--- config.mk ---
export PLATFORM = sky130hd
export DESIGN_NAME = mips32_multicycle_ctrl
export DESIGN_NICKNAME = d
export VERILOG_FILES = /design/src/rtl/mips32_multicycle_ctrl.sv
export SDC_FILE = /design/constraint.sdc
export NUM_CORES = 1
export LEC_CHECK = 0
export BUFFER_PORTS_ARGS = -buffer_cell sky130_fd_sc_hd__buf_2
export CAP_MARGIN = 30
export CORE_AREA = 4 4 89 91
export DETAILED_ROUTE_END_ITERATION = 8
export DIE_AREA = 0 0 93 95
export REMOVE_ABC_BUFFERS = 1
export SLEW_MARGIN = 20
export SYNTH_ARGS = -nofsm -noshare
export SYNTH_HDL_FRONTEND = slang
export SYNTH_SLANG_ARGS = --single-unit
--- constraint.sdc ---
create_clock -name clk -period 3.1 [get_ports clk]
set_clock_uncertainty 0.15 [all_clocks]
set_input_delay 0.31 -clock clk [delete_from_list [all_inputs] [get_ports clk]]
set_output_delay 0.31 -clock clk [all_outputs]
set_load 0.01 [all_outputs]
--- src/rtl/mips32_multicycle_ctrl.sv ---
// Multicycle MIPS32 control sequencer: steps each instruction through
// FETCH/DECODE/EXEC/MEM/WB, counts retirements and guards the memory handshake.
module mips32_multicycle_ctrl #(
  parameter int unsigned CNT_W       = 32,
  parameter int unsigned MEM_TIMEOUT = 16
) (
  input  logic             clk,
  input  logic             rst,
  input  logic [5:0]       opcode,
  input  logic [5:0]       funct,
  input  logic             eq,
  input  logic             mem_ready,
  output logic             mem_read,
  output logic             mem_write,
  output logic             iord,
  output logic             ir_write,
  output logic             pc_write,
  output logic [1:0]       pc_src,
  output logic             alu_src_a,
  output logic [1:0]       alu_src_b,
  output logic [3:0]       alu_ctrl,
  output logic             reg_write,
  output logic             reg_dst,
  output logic             mem_to_reg,
  output logic             illegal,
  output logic             mem_err,
  output logic             halted,
  output logic [2:0]       state,
  output logic [CNT_W-1:0] instr_count
);

  typedef enum logic [2:0] {
    s_fetch  = 3'd0,
    s_decode = 3'd1,
    s_exec   = 3'd2,
    s_mem    = 3'd3,
    s_wb     = 3'd4,
    s_halted = 3'd5
  } state_t;

  localparam logic [5:0] OP_RTYPE = 6'h00;
  localparam logic [5:0] OP_J     = 6'h02;
  localparam logic [5:0] OP_BEQ   = 6'h04;
  localparam logic [5:0] OP_BNE   = 6'h05;
  localparam logic [5:0] OP_ADDI  = 6'h08;
  localparam logic [5:0] OP_LW    = 6'h23;
  localparam logic [5:0] OP_SW    = 6'h2B;
  localparam logic [5:0] OP_HALT  = 6'h3F;

  localparam logic [3:0] ALU_AND = 4'b0000;
  localparam logic [3:0] ALU_OR  = 4'b0001;
  localparam logic [3:0] ALU_ADD = 4'b0010;
  localparam logic [3:0] ALU_SUB = 4'b0110;
  localparam logic [3:0] ALU_SLT = 4'b0111;

  localparam int unsigned  TW   = (MEM_TIMEOUT > 1) ? $clog2(MEM_TIMEOUT) : 1;
  localparam logic [TW-1:0] TLIM = TW'((MEM_TIMEOUT == 0) ? 0 : MEM_TIMEOUT - 1);

  state_t          cur, nxt;
  logic [TW-1:0]   tcnt, tcnt_nxt;
  logic            retire;
  logic            set_err;
  logic            waiting;
  logic            tmo;
  logic            funct_ok;
  logic            op_ok;
  logic [3:0]      alu_r;

  // R-type funct decode
  always_comb begin
    funct_ok = 1'b1;
    alu_r    = ALU_ADD;
    case (funct)
      6'h20:   alu_r = ALU_ADD;
      6'h22:   alu_r = ALU_SUB;
      6'h24:   alu_r = ALU_AND;
      6'h25:   alu_r = ALU_OR;
      6'h2A:   alu_r = ALU_SLT;
      default: funct_ok = 1'b0;
    endcase
  end

  always_comb begin
    case (opcode)
      OP_RTYPE: op_ok = funct_ok;
      OP_J, OP_BEQ, OP_BNE, OP_ADDI, OP_LW, OP_SW: op_ok = 1'b1;
      default:  op_ok = 1'b0;
    endcase
  end

  assign waiting = ((cur == s_fetch) || (cur == s_mem)) && !mem_ready;
  assign tmo     = (MEM_TIMEOUT != 0) && waiting && (tcnt == TLIM);

  always_comb begin
    mem_read   = 1'b0;
    mem_write  = 1'b0;
    iord       = 1'b0;
    ir_write   = 1'b0;
    pc_write   = 1'b0;
    pc_src     = 2'b00;
    alu_src_a  = 1'b0;
    alu_src_b  = 2'b00;
    alu_ctrl   = 4'b0000;
    reg_write  = 1'b0;
    reg_dst    = 1'b0;
    mem_to_reg = 1'b0;
    illegal    = 1'b0;
    nxt        = cur;
    retire     = 1'b0;
    set_err    = 1'b0;

    // Reset and a timed-out access both suppress every strobe for the cycle.
    if (rst) begin
      nxt = s_fetch;
    end else if (tmo) begin
      nxt     = s_halted;
      set_err = 1'b1;
    end else begin
      case (cur)
        s_fetch: begin
          mem_read  = 1'b1;
          alu_src_b = 2'b01;
          alu_ctrl  = ALU_ADD;
          if (mem_ready) begin
            ir_write = 1'b1;
            pc_write = 1'b1;
            nxt      = s_decode;
          end
        end
        s_decode: begin
          alu_src_b = 2'b11;
          alu_ctrl  = ALU_ADD;
          if (opcode == OP_HALT) begin
            nxt = s_halted;
          end else if (!op_ok) begin
            illegal = 1'b1;
            nxt     = s_fetch;
          end else begin
            nxt = s_exec;
          end
        end
        s_exec: begin
          case (opcode)
            OP_RTYPE: begin
              alu_src_a = 1'b1;
              alu_ctrl  = alu_r;
              nxt       = s_wb;
            end
            OP_LW, OP_SW, OP_ADDI: begin
              alu_src_a = 1'b1;
              alu_src_b = 2'b10;
              alu_ctrl  = ALU_ADD;
              nxt       = (opcode == OP_ADDI) ? s_wb : s_mem;
            end
            OP_BEQ, OP_BNE: begin
              alu_src_a = 1'b1;
              alu_ctrl  = ALU_SUB;
              pc_src    = 2'b01;
              pc_write  = (opcode == OP_BEQ) ? eq : !eq;
              nxt       = s_fetch;
              retire    = 1'b1;
            end
            OP_J: begin
              pc_write = 1'b1;
              pc_src   = 2'b10;
              nxt      = s_fetch;
              retire   = 1'b1;
            end
            default: nxt = s_fetch;
          endcase
        end
        s_mem: begin
          iord      = 1'b1;
          mem_read  = (opcode == OP_LW);
          mem_write = (opcode == OP_SW);
          if (mem_ready) begin
            if (opcode == OP_LW) begin
              nxt = s_wb;
            end else begin
              nxt    = s_fetch;
              retire = (opcode == OP_SW);
            end
          end
        end
        s_wb: begin
          reg_write  = 1'b1;
          reg_dst    = (opcode == OP_RTYPE);
          mem_to_reg = (opcode == OP_LW);
          nxt        = s_fetch;
          retire     = 1'b1;
        end
        s_halted: nxt = s_halted;
        default:  nxt = s_fetch;
      endcase
    end
  end

  // Wait counter only runs while the FSM sits in a memory state without a reply.
  assign tcnt_nxt = (waiting && (nxt == cur)) ? tcnt + TW'(1) : '0;

  always_ff @(posedge clk) begin
    if (rst) begin
      cur         <= s_fetch;
      instr_count <= '0;
      mem_err     <= 1'b0;
      tcnt        <= '0;
    end else begin
      cur  <= nxt;
      tcnt <= tcnt_nxt;
      if (retire)  instr_count <= instr_count + CNT_W'(1);
      if (set_err) mem_err     <= 1'b1;
    end
  end

  assign state  = cur;
  assign halted = (cur == s_halted);

endmodule

Word level (Yosys, flattened, before mapping)
Cells that the tools add are included.
- register bits after elaboration: 40
- output and inout bits: 55
- word-level logic and storage cells: 111
- input bits: 16
- $add $sub $neg: 2
- bitwise operators: 1
- reductions and logical operators: 16
- eq/ne operators: 19
- muxes and demuxes: 69
- operator list (kind ; count):
    equality test 6 bit, second input constant ; 8
    two-way mux 1 bit ; 41
    adder 32 x 1 -> 32 bit, second input constant ; 1
    two-way mux 3 bit ; 7
    case mux 3 bit (5 select lines) ; 1
    two-way mux 2 bit ; 7
    equality test 6 x 3 -> 1 bit, second input constant ; 2
    case mux 3 bit (4 select lines) ; 1
    case mux 4 bit (3 select lines) ; 1
    OR reduction 6 bit ; 2
    two-way mux 4 bit ; 2
    case mux 1 bit (2 select lines) ; 4
    case mux 4 bit (2 select lines) ; 1
    equality test 3 x 2 -> 1 bit, second input constant ; 2
    equality test 3 bit, second input constant ; 2
    equality test 6 x 2 -> 1 bit, second input constant ; 1
    equality test 6 x 4 -> 1 bit, second input constant ; 1
    zero test 6 bit ; 1
    case mux 2 bit (3 select lines) ; 1
    case mux 3 bit (2 select lines) ; 1
    OR reduction 2 bit ; 3
    OR reduction 3 bit ; 2
    OR reduction 5 bit ; 1
    adder 4 x 1 -> 4 bit, second input constant ; 1
    other kinds (10) ; 13

Longest topological paths before layout
Gate-level depths: netlist of the first run.
- depth in word-level cells: 13
- depth in mapped cells: 9
- depth with buffers taken out: 6

Least setup slack after synthesis of the first run
OpenSTA, ideal clock, no wires.
- kind: register -> register
- start point: register cur[0], in the netlist state[0]
- end point: register instr_count[24]
- stages on the path, launching flop included: 9
- setup slack: 0.744 ns
- period minus slack after synthesis: 2.356 ns
- library setup time: 0.070 ns
- required time: 2.880 ns
- path buffers: 3
- arrival time: 2.136 ns
- cell sequence: dfxtp_1 > buf_2 > or3b_1 > clkbuf_1 > a21oi_2 > nand3_1 > buf_2 > or4_1 > a21oi_1
- word-level cells in the longest chain between the ends: 6
- elaborated cells on any way between the ends: 10
- those cells by class: eq/ne (3); mux (3); reduce/logical (4)
- ends and longest elaborated chain (element ; line ; RTL):
    start: declaration ; 59 ; state_t cur, nxt;
    start signal: assignment ; 203 ; cur <= s_fetch;
    start signal: assignment ; 208 ; cur <= nxt;
    equality test 3 x 2 -> 1 bit / zero test 3 bit (equally long branches) ; 91, 119 ;
    logical OR 1 bit ; 91 ; assign waiting = ((cur == s_fetch) || (cur == s_mem)) && !mem_ready;
    logical AND 1 bit ; 91 ;
    logical AND 1 bit ; 92 ; assign tmo = (MEM_TIMEOUT != 0) && waiting && (tcnt == TLIM);
    two-way mux 1 bit * ; 115 ; end else if (tmo) begin
    two-way mux 1 bit * ; 113 ; if (rst) begin
    end signal: assignment ; 210 ; if (retire) instr_count <= instr_count + CNT_W'(1);
    end: declaration ; 29 ; output logic [CNT_W-1:0] instr_count
Every way passes the cells marked *; elsewhere a longest branch is shown, timed or not.
A chain may end at the register's enable or synchronous reset.

Worst setup path after layout of the first run
- start point: register cur[1], in the netlist state[1]
- end point: register instr_count[27]
Same word-level chain as after synthesis.

==> run summary, run 1 <==
Routed Antenna Nets = 0
Syn Inst Count = 315
xor/xnor cell area share of the yosys netlist = 0.0215
status = finished clean
Vias = 2677
PD cells = 310 nW/um^2
worst-path fanout max = 11
Max Buffers Root-to-Sink = 2
post-synthesis adder-cell area fraction = 0.0102
MaxCap Viol Count = 0
global-route wire length before repair = 11400 um
die area = 8840 um^2
Hold Buf Count CTS = 0
initial antenna violation count = 0
die height = 95 um
total global-route track usage = 0.155
fin crit period = 2.69 ns
YS warnings = 0
leak pwr = 1.08 nW
CP max stage delay = 0.57 ns
Compound-Gate Fraction of Synth Area = 0.237
Top Metal Used = met4
cell family with most CP delay = simple AND/OR/NAND/NOR gates
CP required = 3.17 ns
routability cong. = 0.864
antenna cell count = 0
Area contributors post-synth = dfxtp_1, o31ai_1, a21oi_1
CTS tree = done
post-cts gate resize count = 0
critical path, cell by cell = nand2b_1 > nor4_2 > o31ai_2 > buf_4 > or4_1 > a21oi_1
DR vias/cell = 5.59
flops & latches, synth = 40
GRT Residual Overflow = 0
Avg Synthesized Cell Area = 7.77 um^2
Layout Cells excl Fill = 479
M1 WL = 3270 um
met3 WL = 451 um
number of global-route vias before repair = 2433
setup violators final = 0
Async SR Flop Fraction = 0
Core Region = 7140 um^2
hold violation count in the final report = 0
Post-synth EDFFs = 0
Clock transition at path regs = 0.07 ns
synth-to-layout area growth = 22.1%
CP Data Arrival Time = 2.76 ns
measured slew at the worst slew-check pin = 0.677 ns
TNS Setup = 0 ns
post-DR wirelength/cell = 14.3 um
Yosys top cell area share = 0.327
Max rail drop VDD = 127 uV
RSZ-0062 raised after global routing = false
simple logic cell fraction of the synthesized area = 0.339
fin crit share = 0.869
crit start category = flip-flop
area post-placement = 2900 um^2
worst-skew pair later-pin latency = 0.29 ns
layout net count = 398
kind of critical path = reg2reg
Post-Syn Area = 2450 um^2
drt drc = 0
Fmax = 0.371 GHz
post-CTS setup buffer count = 0
dominant combinational cell family by area after synthesis = simple AND/OR/NAND/NOR gates
# IOs = 71
commonest non-fill, non-tap cell in the layout = buf_2
worst path bufs/invs = 1
Num CTS Buffers = 5
Die Width = 93 um
design area = 2990 um^2
Critical Path End Type = flip-flop
layout cell share with drive strength beyond 1 = 0.242
HP Class = in2reg
DR pass1 iterations = 4
IO buf count = 69
final slew viol count = 0
initial DRC count = 151
prevailing post-synth register cell = dfxtp_1
Routed WL = 6870 um
share of cell area taken by muxes after synthesis = 0.0174
CP max-delay cell = nor4_2
DR WL met2 = 3070 um
cell accounting for the most synthesized area = dfxtp_1
H-tree depth = 2
placed insts = 471
cell chosen for the clock root = clkbuf_8
Starting Density = 0.343
sequential area share after synthesis = 0.327
slew margin rel. = 0.545
Detailed Place HPWL = 5020 um
commonest non-fill, non-tap cells in the layout = buf_2, dfxtp_1, nor2_1
cell row count = 31
post-synth cell types = 51
pin count of the biggest net entering global routing = 32
TritonCTS Sinks = 40
[registers in the layout, summed over array words and instances, names as in the netlist]
| signal | cells |
|---|---|
| instr_count | 32 |
| tcnt | 4 |
| state | 3 |
| mem_err | 1 |
[metrics by stage]
stage          utilization  setup WS, ns  total power, mW  hold WS [ns]
6_report             0.419         0.406            0.927         0.261
5_1_grt              0.419         0.206            0.969         0.295
3_3_place_gp         0.407         0.434            0.610         0.282
4_1_cts              0.418         0.280            0.940         0.260
3_5_place_dp         0.407         0.316            0.611         0.287
2_1_floorplan            -        0.0447            0.569         0.229
[layout make-up]
type                       count  area, um^2
clock buffer                   6        72.6
timing repair buffer          77         418
inverter                       8        30.0
sequential                    40         801
multi-input combinational    248        1540
fill                         784        4150
tap                           99         124
clock inverter                 1        5.00
[per-layer routing]
| metal | track usage | up-vias |
|---|---|---|
| met5 | 0 | - |
| met4 | 0.0427 | 0 |
| met3 | 0.0287 | 9 |
| met2 | 0.248 | 102 |
| met1 | 0.214 | 1235 |
| li1 | - | 1331 |
[cells by family (layout without fill, tap and decap cells)]
| kind of cell | Yosys count | after routing |
|---|---|---|
| simple gates | 151 | 151 |
| compound gates | 84 | 84 |
| flops | 40 | 40 |
| buf+inv | 27 | 92 |
| xor+xnor | 6 | 6 |
| mux | 4 | 4 |
| fa+ha+maj | 2 | 2 |
| other cells | 1 | 1 |
[where the power goes]
| group | total [mW] | switching, mW | internal [mW] |
|---|---|---|---|
| clock | 0.328 | 0.175 | 0.153 |
| combinational | 0.0795 | 0.0505 | 0.0291 |
| sequential | 0.520 | 0.00452 | 0.515 |
| total | 0.927 | 0.230 | 0.698 |
[path summary, 6_finish.rpt]
| path | from | end | slack (ns) | cells after the start |
|---|---|---|---|---|
| max | state[1]$_SDFF_PP0_ | instr_count[27]$_SDFFE_PP0P_ | 0.41 | 6 |
| min | rst | state[2]$_SDFF_PP0_ | 0.26 | 2 |
| max reg2reg | state[1]$_SDFF_PP0_ | instr_count[27]$_SDFFE_PP0P_ | 0.41 | 6 |
| min reg2reg | tcnt[0]$_SDFF_PP0_ | tcnt[0]$_SDFF_PP0_ | 0.30 | 1 |
[Yosys cell counts, drive strengths merged (3+ instances only)]
library cell	instances
nand4	10
o311ai	4
o31ai	21
xor2	4
inv	8
and3	4
nand2	16
nor2	32
or4	20
clkbuf	11
dfxtp	40
nor3	11
nor2b	4
or3	9
o21ai	7
nor4	4
nor3b	3
o41ai	3
nand2b	5
a21oi	31
buf	8
nand3	23
(Power assumes the default switching activity.)
==> run 2, diff against run 1 <==
- RECOVER_POWER: not set -> 25
- SLEW_MARGIN: 20 -> not set
==> run 2 against run 1 <==
Net effect: sequential power about the same; register-to-register slack got worse by 0.11 ns; critical path type unchanged; largest power group unchanged; power about the same; flip-flop and latch count unchanged.
==> run summary, run 2 (synthesized netlist as in run 1, its figures left out) <==
Fmax = 0.356 GHz (-4.0%)
die height = 95 um (unchanged)
hold violation count in the final report = 0 (unchanged)
logic gate share of total power = 0.086 (about the same)
worst-skew pair later-pin latency = 0.28 ns (about the same)
internal power = 0.698 mW (about the same)
Starting Density = 0.343 (unchanged)
GRT Residual Overflow = 0 (unchanged)
fin crit period = 2.81 ns (+0.114 ns)
reg2reg start = state[1]$_SDFF_PP0_
Setup crit start = state[1]$_SDFF_PP0_
slew margin rel. = 0.333 (-0.212)
Clock transition at path regs = 0.07 ns (about the same)
cell row count = 31 (unchanged)
Layout Cells excl Fill = 478 (-0.21%)
initial antenna violation count = 0 (unchanged)
Total Power = 0.927 mW (about the same)
clock power share = 0.353 (about the same)
fin crit share = 0.906 (+0.0366)
Max Buffers Root-to-Sink = 2 (unchanged)
number of global-route vias before repair = 2433 (unchanged)
setup violators final = 0 (unchanged)
Sw Share = 0.247 (-0.000273)
die area = 8840 um^2 (unchanged)
measured slew at the worst slew-check pin = 0.994 ns (+0.317 ns)
total global-route track usage = 0.155 (unchanged)
IO buf count = 69 (unchanged)
drt drc = 0 (unchanged)
Reg2Reg Depth = 6 (unchanged)
kind of critical path = reg2reg
PD cells = 314 nW/um^2 (+1.2%)
Largest register FFs = 32 (unchanged)
worst-path fanout max = 14 (+3)
global-route wire length before repair = 11400 um (unchanged)
status = finished clean
MaxCap Viol Count = 0 (unchanged)
Psw = 0.229 mW (-0.15%)
TritonCTS Sinks = 40 (unchanged)
Routed WL = 6910 um (+0.63%)
commonest non-fill, non-tap cell in the layout = buf_2
Detailed Place HPWL = 5020 um (unchanged)
Max rail drop VDD = 128 uV (+0.44%)
routability cong. = 0.864 (unchanged)
RSZ-0062 raised after global routing = false
DR vias/cell = 5.61 (+0.36%)
crit start category = flip-flop
area post-placement = 2900 um^2 (unchanged)
CP Data Arrival Time = 2.87 ns (+0.11 ns)
cell chosen for the clock root = clkbuf_8
layout cell share with drive strength beyond 1 = 0.179 (-0.0627)
sequential power share = 0.561 (about the same)
final worst slack = 0.293 ns (-0.114 ns)
Util after Layout = 0.414 (-0.00508)
HP Class = in2reg
Num CTS Buffers = 5 (unchanged)
Hold Buf Count CTS = 0 (unchanged)
post-DR wirelength/cell = 14.5 um (+0.84%)
pin count of the biggest net entering global routing = 32 (unchanged)
placed insts = 471 (unchanged)
CTS tree = done
WHS = 0.261 ns (-0.0000580 ns)
post-CTS setup buffer count = 0 (unchanged)
Vias = 2681 (+0.15%)
TNS Setup = 0 ns (unchanged)
design area = 2950 um^2 (-1.2%)
DR pass1 iterations = 4 (unchanged)
FILL cells = 795 (+1.4%)
Routed Antenna Nets = 0 (unchanged)
layout net count = 397 (-0.25%)
H-tree depth = 2 (unchanged)
synth-to-layout area growth = 20.7%
Core Region = 7140 um^2 (unchanged)
pre-CTS WS = 0.316 ns (unchanged)
CP required = 3.16 ns (about the same)
antenna cell count = 0 (unchanged)
leak pwr = 0.979 nW (-9.8%)
Hold Path Cell Cnt = 2 (unchanged)
Die Width = 93 um (unchanged)
Critical Path End Type = flip-flop
final slew viol count = 0 (unchanged)
initial DRC count = 146 (-3.3%)
Biggest register = instr_count
# IOs = 71 (unchanged)
hold path startpoint = rst
post-cts gate resize count = 0 (unchanged)
commonest non-fill, non-tap cells in the layout = buf_2, dfxtp_1, nor2_1
==> run 2: cell type report <==
class	instances	area, um^2	share of cell area
Sequential cell	40	801	0.271
Timing Repair Buffer	76	382	0.129
Tap cell	99	124	0.0419
Multi-Input combinational cell	248	1540	0.521
Inverter	8	30.0	0.0102
Clock inverter	1	5.00	0.00169
Clock buffer	6	72.6	0.0246
==> run 2: path summary, 6_finish.rpt <==
path,slack (ns),to
setup / recovery,0.29,instr_count[5]$_SDFFE_PP0P_
hold / removal,0.26,state[2]$_SDFF_PP0_
setup reg to reg,0.29,instr_count[5]$_SDFFE_PP0P_
hold reg to reg,0.30,tcnt[0]$_SDFF_PP0_
==> run 2: per-layer routing <==
metal	vias to the layer above	track usage	share of wire
met5	-	0	0
met4	0	0.0427	0.011
met3	9	0.0287	0.062
met2	100	0.248	0.44
met1	1239	0.214	0.48
li1	1333	-	-
==> run 2: power by group through the flow <==
| stage | Clock, mW | Combinational (mW) | Sequential, mW |
|---|---|---|---|
| floorplan | 0 | 0.0371 | 0.531 |
| global placement | 0 | 0.0783 | 0.532 |
| detailed placement | 0 | 0.0785 | 0.532 |
| CTS | 0.341 | 0.0789 | 0.520 |
| finish | 0.327 | 0.0797 | 0.520 |
| global route | 0.361 | 0.0875 | 0.520 |
==> run 2: critical path, stage by stage, from the launching register on <==
cell and delay, ns:
dfxtp_1 0.55, nand2b_1 0.31, nor4_2 0.57, o31ai_2 0.29
buf_12 0.22, or4_1 0.49, a21oi_1 0.14
==> run 3, diff against run 2 <==
- ABC_AREA: not set -> 1
- CORE_AREA: 4 4 89 91 -> 4 4 96 98
- DIE_AREA: 0 0 93 95 -> 0 0 100 102
==> run 3 against run 2 <==
Net effect: sequential share of layout area shrank 3.4 points; flip-flop and latch count unchanged; sequential power is essentially flat; combinational power is 0.8% lower; design area is 14% higher; non-clock buffer count is 5 lower; largest cell class unchanged; largest power group unchanged.
==> run summary, run 3 <==
status = finished clean
multi-input logic area = 1850 um^2 (+20%)
hold violation count in the final report = 0 (unchanged)
cell chosen for the clock root = clkbuf_8
Syn Inst Count = 490 (+56%)
Layout Cells excl Fill = 664 (+39%)
drt drc = 0 (unchanged)
Die Width = 100 um (+7.5%)
Setup crit start = state[1]$_SDFF_PP0_
Hold Buf Count CTS = 0 (unchanged)
pin count of the biggest net entering global routing = 31 (-3.1%)
Largest register FFs = 32 (unchanged)
cell row count = 34 (+9.7%)
worst-skew pair later-pin latency = 0.30 ns (+0.02 ns)
layout cell share with drive strength beyond 1 = 0.128 (-0.0517)
Clock transition at path regs = 0.08 ns (about the same)
TritonCTS Sinks = 40 (unchanged)
die area = 10200 um^2 (+15%)
# IOs = 71 (unchanged)
Core Region = 8470 um^2 (+19%)
cell accounting for the most synthesized area = dfxtp_1
crit start category = flip-flop
layout net count = 573 (+44%)
post-CTS setup buffer count = 0 (unchanged)
placed insts = 656 (+39%)
Routed WL = 8340 um (+21%)
post-synth cell types = 35 (-31%)
commonest non-fill, non-tap cell in the layout = nand2_1
r2r setup slk = 1.01 ns (+0.72 ns)
Biggest register = instr_count
commonest non-fill, non-tap cells in the layout = nand2_1, nor2_1, buf_2
prevailing post-synth register cell = dfxtp_1
leak pwr = 1.35 nW (+38%)
Vias = 3221 (+20%)
post-cts gate resize count = 0 (unchanged)
YS warnings = 0 (unchanged)
Avg Synthesized Cell Area = 5.90 um^2 (-24%)
HP Class = in2reg
Yosys top cell area share = 0.277 (-0.0504)
post-DR wirelength/cell = 12.6 um (-13%)
GRT Residual Overflow = 0 (unchanged)
global-route wire length before repair = 13400 um (+17%)
Post-Syn Area = 2890 um^2 (+18%)
Reg2Reg Depth = 8 (+2)
Area contributors post-synth = dfxtp_1, nand2_1, nor2_1
synth-to-layout area growth = 16.8%
routability cong. = 0.892 (+3.2%)
antenna cell count = 0 (unchanged)
die height = 102 um (+7.4%)
commonest cells in the netlist = nand2_1, nor2_1, dfxtp_1
fin crit share = 0.793 (-0.113)
final slew viol count = 0 (unchanged)
reg2reg start = instr_count[0]$_SDFFE_PP0P_
DR vias/cell = 4.85 (-14%)
initial antenna violation count = 0 (unchanged)
PD cells = 306 nW/um^2 (-2.5%)
CP Capture Point = alu_ctrl[2]
FILL cells = 945 (+19%)
MaxCap Viol Count = 0 (unchanged)
total global-route track usage = 0.161 (+0.00586)
Async SR Flop Fraction = 0 (unchanged)
Max rail drop VDD = 174 uV (+36%)
flops & latches, synth = 40 (unchanged)
setup violators final = 0 (unchanged)
Max Buffers Root-to-Sink = 2 (unchanged)
number of global-route vias before repair = 2881 (+18%)
Detailed Place HPWL = 6410 um (+28%)
Routed Antenna Nets = 0 (unchanged)
worst-path fanout max = 10 (-4)
count leader, synth = nand2_1
CP Data Arrival Time = 2.00 ns (-0.87 ns)
Post-synth EDFFs = 0 (unchanged)
H-tree depth = 2 (unchanged)
TNS Setup = 0 ns (unchanged)
Starting Density = 0.342 (-0.00121)
kind of critical path = reg2out
Reg2Reg Capture Point = instr_count[16]$_SDFFE_PP0P_
Util after Layout = 0.399 (-0.0145)
Critical Path End Type = primary output
Num CTS Buffers = 5 (unchanged)
DR pass1 iterations = 4 (unchanged)
CTS tree = done
fin crit period = 2.46 ns (-0.350 ns)
sequential area share after synthesis = 0.277 (-0.0504)
initial DRC count = 151 (+3.4%)
RSZ-0062 raised after global routing = false
IO buf count = 69 (unchanged)
Fmax = 0.407 GHz (+14%)
register area = 801 um^2 (unchanged)
CP required = 2.64 ns (-0.52 ns)
## run 3: critical path: stages (launching register included)
cell and delay, ns:
dfxtp_1 0.49, nand3_1 0.22, a21oi_1 0.26, nand2_2 0.11, nand2_1 0.17, inv_2 0.09
nand3_1 0.12, o22ai_1 0.08, buf_2 0.15
## run 3: report_power, final
group          total [mW]  switching, mW  leakage, nW  internal, mW
registers           0.518        0.00296        0.322         0.515
logic              0.0791         0.0535        0.973        0.0256
clock network       0.436          0.198       0.0541         0.238
## run 3: metal layers
layer / track usage / share of wire / wire length (um) / up-vias
met5: 0 / 0 / 0 / -
met4: 0.0466 / 0.017 / 138 / 0
met3: 0.0294 / 0.043 / 362 / 10
met2: 0.287 / 0.49 / 4070 / 65
met1: 0.198 / 0.45 / 3770 / 1453
li1: - / - / - / 1693
## run 3: cell type report
cell class | count | area share
Multi-Input combinational cell | 396 | 0.546
Sequential cell | 40 | 0.237
Timing Repair Buffer | 71 | 0.0981
Inverter | 41 | 0.0455
Tap cell | 108 | 0.0400
Clock buffer | 5 | 0.0204
Clock inverter | 3 | 0.0126
## run 3: cells by family (layout without fill, tap and decap cells)
family / after synthesis / after routing / share of synthesized area
and+or+nand+nor: 326 / 326 / 0.486
AOI/OAI and AO/OA: 54 / 54 / 0.103
buffers and inverters: 54 / 120 / 0.0848
DFF: 40 / 40 / 0.277
xor gates and xnor gates: 13 / 13 / 0.0394
adders and majority gates: 2 / 2 / 0.00865
other: 1 / 1 / 0.00130
## run 3: per-stage QoR
step           setup WS [ns]  cell area, um^2  power (mW)  hold WS (ns)
6_report               0.643             3380        1.03         0.255
5_1_grt                0.463             3380        1.08         0.266
4_1_cts                0.637             3410        1.05         0.243
3_5_place_dp           0.984             3300       0.609         0.296
3_3_place_gp            1.06             3300       0.608         0.281
2_1_floorplan           1.08             2800       0.569         0.222
## run 3: worst min path at each step
stage | slack (ns) | from | cells past startpoint | endpoint
after CTS | 0.24 | mem_ready | 4 | mem_err$_SDFFE_PP0P_
after global placement | 0.28 | tcnt[0]$_SDFF_PP0_ | 1 | tcnt[0]$_SDFF_PP0_
after detailed placement | 0.30 | tcnt[0]$_SDFF_PP0_ | 1 | tcnt[0]$_SDFF_PP0_
after global routing | 0.27 | rst | 2 | instr_count[16]$_SDFFE_PP0P_
after floorplan | 0.22 | rst | 1 | instr_count[22]$_SDFFE_PP0P_
final | 0.25 | mem_ready | 4 | mem_err$_SDFFE_PP0P_
